**src/rtl/sva_pkg.sv**
```systemverilog
// Shared types and helpers for the multi-thread property checker.
package sva_pkg;

  // Controller states: wait for a tick, walk the slots, then try to spawn.
  typedef enum logic [1:0] {
    IDLE  = 2'd0,
    SCAN  = 2'd1,
    SPAWN = 2'd2
  } ctrl_fsm_t;

  // Wait counters are max-sized; MAX_WAIT must stay below 2**WCNT_W.
  localparam int WCNT_W = 16;

  typedef struct packed {
    logic              active;
    logic [WCNT_W-1:0] wcnt;
  } sva_thread_t;

  // Slot-id width, never narrower than one bit.
  function automatic int slot_id_w(input int n);
    return (n > 1) ? $clog2(n) : 1;
  endfunction

endpackage

```
**src/rtl/sva_edge_sync.sv**
```systemverilog
// Two-flop sampler for the user clock with a single-cycle rising-edge tick.
module sva_edge_sync (
  input  logic sys_clk,
  input  logic sys_rst,
  input  logic grst,
  input  logic gclk,
  output logic tick
);

  logic d0_q, d1_q;

  // Sample gclk; the user reset forces both flops low so no edge is seen.
  always_ff @(posedge sys_clk) begin
    if (sys_rst || grst) begin
      d0_q <= 1'b0;
      d1_q <= 1'b0;
    end else begin
      d0_q <= gclk;
      d1_q <= d0_q;
    end
  end

  assign tick = d0_q & ~d1_q;

endmodule

```
**src/rtl/sva_thread_engine.sv**
```systemverilog
// Multi-thread checker for a ##1 (!b)[*0:MAX_WAIT-1] ##1 b, one slot per cycle.
module sva_thread_engine
  import sva_pkg::*;
#(
  parameter int NUM_THREADS = 4,
  parameter int MAX_WAIT    = 8,
  parameter int CNT_WIDTH   = 16,
  parameter int IMPLICATION = 0
) (
  input  logic                                sys_clk,
  input  logic                                sys_rst,
  input  logic                                gclk,
  input  logic                                grst,
  input  logic                                a,
  input  logic                                b,
  output logic                                busy,
  output logic                                succ,
  output logic                                fail,
  output logic [slot_id_w(NUM_THREADS)-1:0]   evt_slot,
  output logic [CNT_WIDTH-1:0]                succ_cnt,
  output logic [CNT_WIDTH-1:0]                fail_cnt,
  output logic                                overflow,
  output logic                                tick_miss,
  output ctrl_fsm_t                           dbg_state
);

  localparam int               SW       = slot_id_w(NUM_THREADS);
  localparam logic [SW-1:0]    LAST_IDX = SW'(NUM_THREADS - 1);
  localparam logic [WCNT_W-1:0] WAIT_LIM = WCNT_W'(MAX_WAIT);

  logic tick;

  ctrl_fsm_t      state_q, state_d;
  logic [SW-1:0]  idx_q, idx_d;
  logic           a_s_q, a_s_d, b_s_q, b_s_d;
  sva_thread_t    slots_q [NUM_THREADS];
  sva_thread_t    slots_d [NUM_THREADS];
  logic           succ_q, succ_d, fail_q, fail_d;
  logic [SW-1:0]  evt_slot_q, evt_slot_d;
  logic           overflow_q, overflow_d, tick_miss_q, tick_miss_d;
  logic [CNT_WIDTH-1:0] succ_cnt_q, succ_cnt_d, fail_cnt_q, fail_cnt_d;
  logic           free_found;
  logic [SW-1:0]  free_idx;

  sva_edge_sync u_sync (
    .sys_clk (sys_clk),
    .sys_rst (sys_rst),
    .grst    (grst),
    .gclk    (gclk),
    .tick    (tick)
  );

  // Lowest-index free slot; slots released earlier in this scan are already free.
  always_comb begin
    free_found = 1'b0;
    free_idx   = '0;
    for (int i = NUM_THREADS - 1; i >= 0; i--) begin
      if (!slots_q[i].active) begin
        free_found = 1'b1;
        free_idx   = SW'(i);
      end
    end
  end

  // Controller next state, slot updates and event pulses.
  always_comb begin
    state_d     = state_q;
    idx_d       = idx_q;
    a_s_d       = a_s_q;
    b_s_d       = b_s_q;
    slots_d     = slots_q;
    succ_d      = 1'b0;
    fail_d      = 1'b0;
    evt_slot_d  = '0;
    overflow_d  = overflow_q;
    tick_miss_d = tick_miss_q;
    if (grst) begin
      state_d = IDLE;
      idx_d   = '0;
      for (int i = 0; i < NUM_THREADS; i++) slots_d[i] = '0;
    end else begin
      if (tick && (state_q != IDLE)) tick_miss_d = 1'b1;
      case (state_q)
        IDLE: begin
          if (tick) begin
            a_s_d   = a;
            b_s_d   = b;
            idx_d   = '0;
            state_d = SCAN;
          end
        end
        SCAN: begin
          if (slots_q[idx_q].active) begin
            if (b_s_q) begin
              succ_d         = 1'b1;
              evt_slot_d     = idx_q;
              slots_d[idx_q] = '0;
            end else if (slots_q[idx_q].wcnt + WCNT_W'(1) == WAIT_LIM) begin
              fail_d         = 1'b1;
              evt_slot_d     = idx_q;
              slots_d[idx_q] = '0;
            end else begin
              slots_d[idx_q].wcnt = slots_q[idx_q].wcnt + WCNT_W'(1);
            end
          end
          if (idx_q == LAST_IDX) state_d = SPAWN;
          else                   idx_d   = idx_q + SW'(1);
        end
        SPAWN: begin
          if (a_s_q) begin
            if (free_found) begin
              slots_d[free_idx].active = 1'b1;
              slots_d[free_idx].wcnt   = '0;
            end else begin
              overflow_d = 1'b1;
            end
          end else if (IMPLICATION == 0) begin
            fail_d = 1'b1;
          end
          state_d = IDLE;
        end
        default: state_d = IDLE;
      endcase
    end
  end

  // Saturating event counters, updated together with the pulse they count.
  always_comb begin
    succ_cnt_d = succ_cnt_q;
    fail_cnt_d = fail_cnt_q;
    if (succ_d && !(&succ_cnt_q)) succ_cnt_d = succ_cnt_q + CNT_WIDTH'(1);
    if (fail_d && !(&fail_cnt_q)) fail_cnt_d = fail_cnt_q + CNT_WIDTH'(1);
  end

  // State, slot and output registers.
  always_ff @(posedge sys_clk) begin
    if (sys_rst) begin
      state_q     <= IDLE;
      idx_q       <= '0;
      a_s_q       <= 1'b0;
      b_s_q       <= 1'b0;
      for (int i = 0; i < NUM_THREADS; i++) slots_q[i] <= '0;
      succ_q      <= 1'b0;
      fail_q      <= 1'b0;
      evt_slot_q  <= '0;
      overflow_q  <= 1'b0;
      tick_miss_q <= 1'b0;
      succ_cnt_q  <= '0;
      fail_cnt_q  <= '0;
    end else begin
      state_q     <= state_d;
      idx_q       <= idx_d;
      a_s_q       <= a_s_d;
      b_s_q       <= b_s_d;
      slots_q     <= slots_d;
      succ_q      <= succ_d;
      fail_q      <= fail_d;
      evt_slot_q  <= evt_slot_d;
      overflow_q  <= overflow_d;
      tick_miss_q <= tick_miss_d;
      succ_cnt_q  <= succ_cnt_d;
      fail_cnt_q  <= fail_cnt_d;
    end
  end

  assign busy      = (state_q != IDLE);
  assign succ      = succ_q;
  assign fail      = fail_q;
  assign evt_slot  = evt_slot_q;
  assign succ_cnt  = succ_cnt_q;
  assign fail_cnt  = fail_cnt_q;
  assign overflow  = overflow_q;
  assign tick_miss = tick_miss_q;
  assign dbg_state = state_q;

endmodule

```
**config.mk**
```make
export PLATFORM = sky130hd
export DESIGN_NAME = sva_thread_engine
export DESIGN_NICKNAME = d
export VERILOG_FILES = /design/src/rtl/sva_pkg.sv /design/src/rtl/sva_edge_sync.sv /design/src/rtl/sva_thread_engine.sv
export SDC_FILE = /design/constraint.sdc
export NUM_CORES = 1
export LEC_CHECK = 0
export CAP_MARGIN = 20
export CORE_UTILIZATION = 25
export DETAILED_ROUTE_END_ITERATION = 16
export GPL_TIMING_DRIVEN = 0
export PLACE_DENSITY = 0.38
export SYNTH_ARGS = -nofsm -noshare
export SYNTH_HDL_FRONTEND = slang
export SYNTH_HIERARCHICAL = 1
export SYNTH_SLANG_ARGS = --single-unit
export TNS_END_PERCENT = 1
```
**constraint.sdc**
```tcl
create_clock -name sys_clk -period 8.3 [get_ports sys_clk]
set_input_delay 2.075 -clock sys_clk [delete_from_list [all_inputs] [get_ports sys_clk]]
set_output_delay 2.075 -clock sys_clk [all_outputs]
set_load 0.05 [all_outputs]
```
======== Yosys cells after proc, flatten, opt, wreduce, memory -nomap -nowiden ========
Cells that the tools add are included.
storage, ports and cells
  logic and storage cells ................. 117
  register bits ........................... 114
  memories kept ........................... 0
  memory bits (writable) .................. 0
  bits in latches ......................... 0
  ROM bits ................................ 0
cells by class
  multiply operators ...................... 0
  add/subtract/negate cells ............... 4
  $lt $le $gt $ge ......................... 4
  reductions and logical operators ........ 22
  shift operators ......................... 0
  div/mod/pow operators ................... 0
  mux-type cells .......................... 46
  equal/unequal tests ..................... 10
  bitwise operators ....................... 10
operators with widths
  cell                                                                          number
  68-bit two-way mux                                                            5
  68-bit bitwise mux                                                            3
  17-bit demux with 2-bit select                                                4
  68-bit one-hot mux with 2 select lines                                        1
  68-bit AND                                                                    1
  17-bit two-way mux                                                            4
  68-bit NOT                                                                    1
  16-bit by 1-bit adder with 16-bit output, second input constant               3
  17-bit binary-select mux with 2-bit select                                    1
  16-bit two-way mux                                                            2
  16-bit AND reduction                                                          2
  2-bit two-way mux                                                             10
  16-bit by 4-bit == test with 1-bit output, second input constant              1
  1-bit two-way mux                                                             13
  2-bit != test, second input constant                                          6
  2-bit one-hot mux with 2 select lines                                         2
  4-bit AND reduction                                                           2
  3-bit >= comparator, second input constant                                    2
  3-bit by 1-bit less-than comparator with 1-bit output, second input constant  2
  2-bit NOT with 3-bit output                                                   2
  3-bit AND reduction                                                           2
  2-bit nonzero test                                                            3
  1-bit logical AND                                                             5
  1-bit NOT                                                                     5
  other kinds (11)                                                              14

======== Depth between registers and ports, before layout ========
Gate-level depths: netlist of the first run.
  depth in word-level cells ............... 14
  mapped depth ............................ 14
  mapped depth without buffers ............ 10

======== Modules after synthesis ========
The synthesis of the first run kept the hierarchy.
by module, submodules not included
  module             seq. area each (um^2)  area each (um^2)  cells an instance  times used
  sva_thread_engine  2,242.2                5,730.5           621                1
  sva_edge_sync      40.0                   61.3              5                  1

======== Least setup slack after synthesis of the first run ========
OpenSTA, ideal clock, no wires.
  path kind ............................... register -> output
  start point ............................. register state_q[0] (netlist: dbg_state[0])
  end point ............................... output busy
  required time ........................... 6,225 ps
  data arrival time ....................... 1,386 ps
  buffers on the path ..................... 0
  stages on the path, launching flop included .. 4
  slack ................................... 4,839 ps
  cell sequence ........................... dfxtp_1 > inv_1 > ha_1 > inv_1
between the ends
  word-level cells in the longest chain between the ends .. 1
RTL lines
  element                 line                      text
  start, declared         sva_thread_engine.sv:33   ctrl_fsm_t state_q, state_d;
  start signal, assigned  sva_thread_engine.sv:151  state_q <= state_d;
  2-bit nonzero test      sva_thread_engine.sv:166  assign busy = (state_q != IDLE);
  end, declared           sva_thread_engine.sv:16   output logic busy,
No other way between the ends.

======== Worst setup path in the final report of the first run ========
  start point ............................. input sys_rst
  end point ............................... register slots_q[48] (netlist name)
between the ends
  word-level cells in the longest chain between the ends .. 1
RTL lines
  element                              line                      text
  start, declared                      sva_thread_engine.sv:11   input logic sys_rst,
  2-bit OR reduction (no source line)  n/a
  end signal, assigned                 sva_thread_engine.sv:155  slots_q <= slots_d;
  end, declared                        sva_thread_engine.sv:36   sva_thread_t slots_q [NUM_THREADS];
No other way between the ends.
A chain may end at the register's enable or synchronous reset.

==> reports/qor.csv, run 1 <==
metric,value,unit
status,completed,
total power,1.25,mW
Critical Path Max Stage Delay,0.76,ns
Leak,2.40,nW
final net count,708,
Power Density,175,nW/um^2
Avg Inst Size Synth,9.25,um^2
total CTS buffers,17,
cell taking the most area after synthesis,dfxtp_1,
GRT Total Usage,16.9,%
"Seq/Total Area, Yosys",39.4,%
post-synthesis adder-cell area fraction,2.16,%
core region area,22700,um^2
"CP delay by family, top",buffers and inverters,
register bit total from synthesis,114,
hold buffers post-CTS,0,
final setup violation count,0,
Critical Path RT,8.66,ns
First DRT Iteration DRCs,287,
XOR/XNOR Fraction of Synth Area,4.39,%
H-tree depth,4,
# diodes,0,
min Tclk post-route,4.47,ns
first-pass GRT wire length,30500,um
Slew @ Worst Pin,0.957,ns
top post-synthesis cells by area,"dfxtp_1, mux4_2, a32o_1",
Vias per Instance,5.25,
layout overhead on the synthesized area,23.6,%
largest family of logic cells by synthesized area,simple AND/OR/NAND/NOR gates,
worst-path fanout max,10,
Max Freq,0.224,GHz
max-cap violations,0,
"antenna viol nets, final",0,
TNS Setup,0,ns
post-synthesis simple-gate area fraction,22.6,%
"Slew Viols, Final",0,
root buffer cell,clkbuf_16,
num ports,47,
fraction of layout cells with a size suffix above 1,10.5,%
Syn Nets,642,
routing usage on met2,27.8,%
CTS max path bufs,2,
Synth async-reset ratio,0,%
area of the multi-input gates,3270,um^2
Syn Std Cell Area,5790,um^2
Yosys cell types,59,
HPWL after detailed placement,13900,um
slew margin rel.,36.2,%
FP Rows,55,
CTS resizes,0,
CP bufs+invs,3,
Layout Skew,0.0114,ns
Compound-Gate Fraction of Synth Area,18.0,%
Post-synth EDFFs,0,
Die H,154,um
Post CTS Setup Buffer Count,0,
crit end category,flop,
met1 GRT Util,22.0,%
Register Area,2280,um^2
WHS,0.447,ns
vias post-DR,5202,
CTS tree,yes,
GP Congestion,0.799,
final wirelength,19300,um
startpoint class of the critical path,input pin,
Util after Layout,31.5,%
post-synthesis mux area share,9.42,%
post-synth top area share,39.4,%
Max VDD drop,114,uV
drt pass-1 iters,4,
CTS Sinks,114,
"commonest non-fill, non-tap cell in the layout",dfxtp_1,
CP arrival,4.83,ns
Synth Flop Type,dfxtp_1,
# fillers,2392,
Hold/Removal Path Class,reg2reg,
Routed WL per cell,19.5,um
warnings from Yosys,6,
Initial Util,25.5,%
total grt overflow,0,
initial antenna violation count,0,
most frequent cells in the layout,"dfxtp_1, nor2_1, clkdlybuf4s50_1",
"Clk pin slew, worst setup/hold paths",0.06,ns
RSZ-0062 raised after global routing,false,
CP cell instances,clkdlybuf4s50_1 -> clkbuf_1 -> or2_0 -> a21oi_1 -> clkbuf_1 -> a22o_1,
slowest cell on the critical path,a21oi_1,
met3 usage,3.89,%
Die ar.,23800,um^2
gr busiest metal,met2,
DRC errors left,0,
"most used cell, CP",clkbuf_1,
crit share post-route,53.8,%
clk_lat worst skew,0.42,ns
Buffers on Ports,46,
vias in the first global route,5130,
final hold violations,0,
largest net degree at the start of global routing,17,
Gate Count Post-Synth,626,
Die Width,154,um
critical path type,in2reg,
==> flip-flops by register name (all words and copies together), names as in the netlist <==
| signal | cells |
|---|---|
| fail_cnt | 16 |
| succ | 1 |
| slots_q | 68 |
| tick_miss | 1 |
| dbg_state | 2 |
| u_sync/d1_q | 1 |
| fail | 1 |
| b_s_q | 1 |
| overflow | 1 |
| idx_q | 2 |
| evt_slot | 2 |
| succ_cnt | 16 |
| a_s_q | 1 |
| u_sync/d0_q | 1 |
==> per-layer routing <==
layer	part of all wire, %	routed length (um)
met1	46	8970
met2	47	9170
met3	5.1	990
met4	1.1	216
met5	0	0
==> worst register-to-register path, delay by kind of cell, from the launching register on <==
family,cells,cell delay (ns)
DFF,1,0.52
and+or+nand+nor,3,0.76
muxes,2,0.66
buffers and inverters,3,0.62
adders and majority gates,1,0.33
AOI/OAI and AO/OA,4,1.23
==> worst paths after layout <==
check / start / endpoint / slack [ns] / cells after the start
worst min-delay path: slots_q[3] / slots_q[3] / 0.45 / 2
worst min register to register: slots_q[3] / slots_q[3] / 0.45 / 2
worst max register to register: idx_q[0] / fail_cnt[10] / 4.06 / 13
worst max-delay path: sys_rst / slots_q[48] / 3.83 / 6
==> where the power goes <==
group | leakage [nW] | internal (mW) | switching, mW
registers | 0.918 | 0.548 | 0.000383
clock network | 0.258 | 0.396 | 0.277
logic | 1.22 | 0.00732 | 0.0234
==> per-stage QoR <==
stage / setup slack [ns] / std cells / area, um^2
floorplan: 4.84 / 626 / 5790
global placement: 3.38 / 957 / 6610
detailed placement: 3.37 / 958 / 6620
CTS: 3.82 / 990 / 7160
global route: 3.71 / 990 / 7160
finish: 3.83 / 990 / 7160
==> cell families (layout without fill, tap and decap cells) <==
kind of cell               after synthesis  after routing
AOI/OAI and AO/OA                      136            136
xor gates and xnor gates                29             29
adders and majority gates               10             10
buffers and inverters                   49            128
DFF                                    114            114
muxes                                   32             32
and+or+nand+nor                        256            256
==> cell usage after synthesis (15+ instances only) <==
cell type  number
nor2_1         75
a21oi_1        20
clkbuf_1       21
nand2_1        44
inv_1          15
nand3_1        30
o21ai_0        18
dfxtp_1       114
a22oi_1        23
xor2_1         20
mux4_2         16
a32o_1         30
==> area by class of cell <==
class	instances	area share [%]
Multi-Input combinational cell	463	45.7
Sequential cell	114	31.9
Buffer	34	2.52
Clock buffer	20	6.38
Inverter	15	0.787
Timing Repair Buffer	47	6.54
Tap cell	285	4.98
Clock inverter	12	1.19
Power figures use the tool's default switching activity.
==> run 2, diff against run 1 <==
clock period = 4.7 ns   (was 8.3 ns; I/O delays follow)
==> results of run 2 <==
The final DEF is identical to that of run 1. Status: completed.
Main changes from that run: setup slack after placement 3.37 ns -> 0.430 ns; setup slack after layout 3.83 ns -> 0.463 ns; start point of the critical path sys_rst -> idx_q[0]; end point of the critical path slots_q[48] -> fail_cnt[10]; register-to-register setup slack 4.06 ns -> 0.46 ns; total power 1.25 mW -> 2.21 mW; worst IR drop on VDD 114 uV -> 201 uV
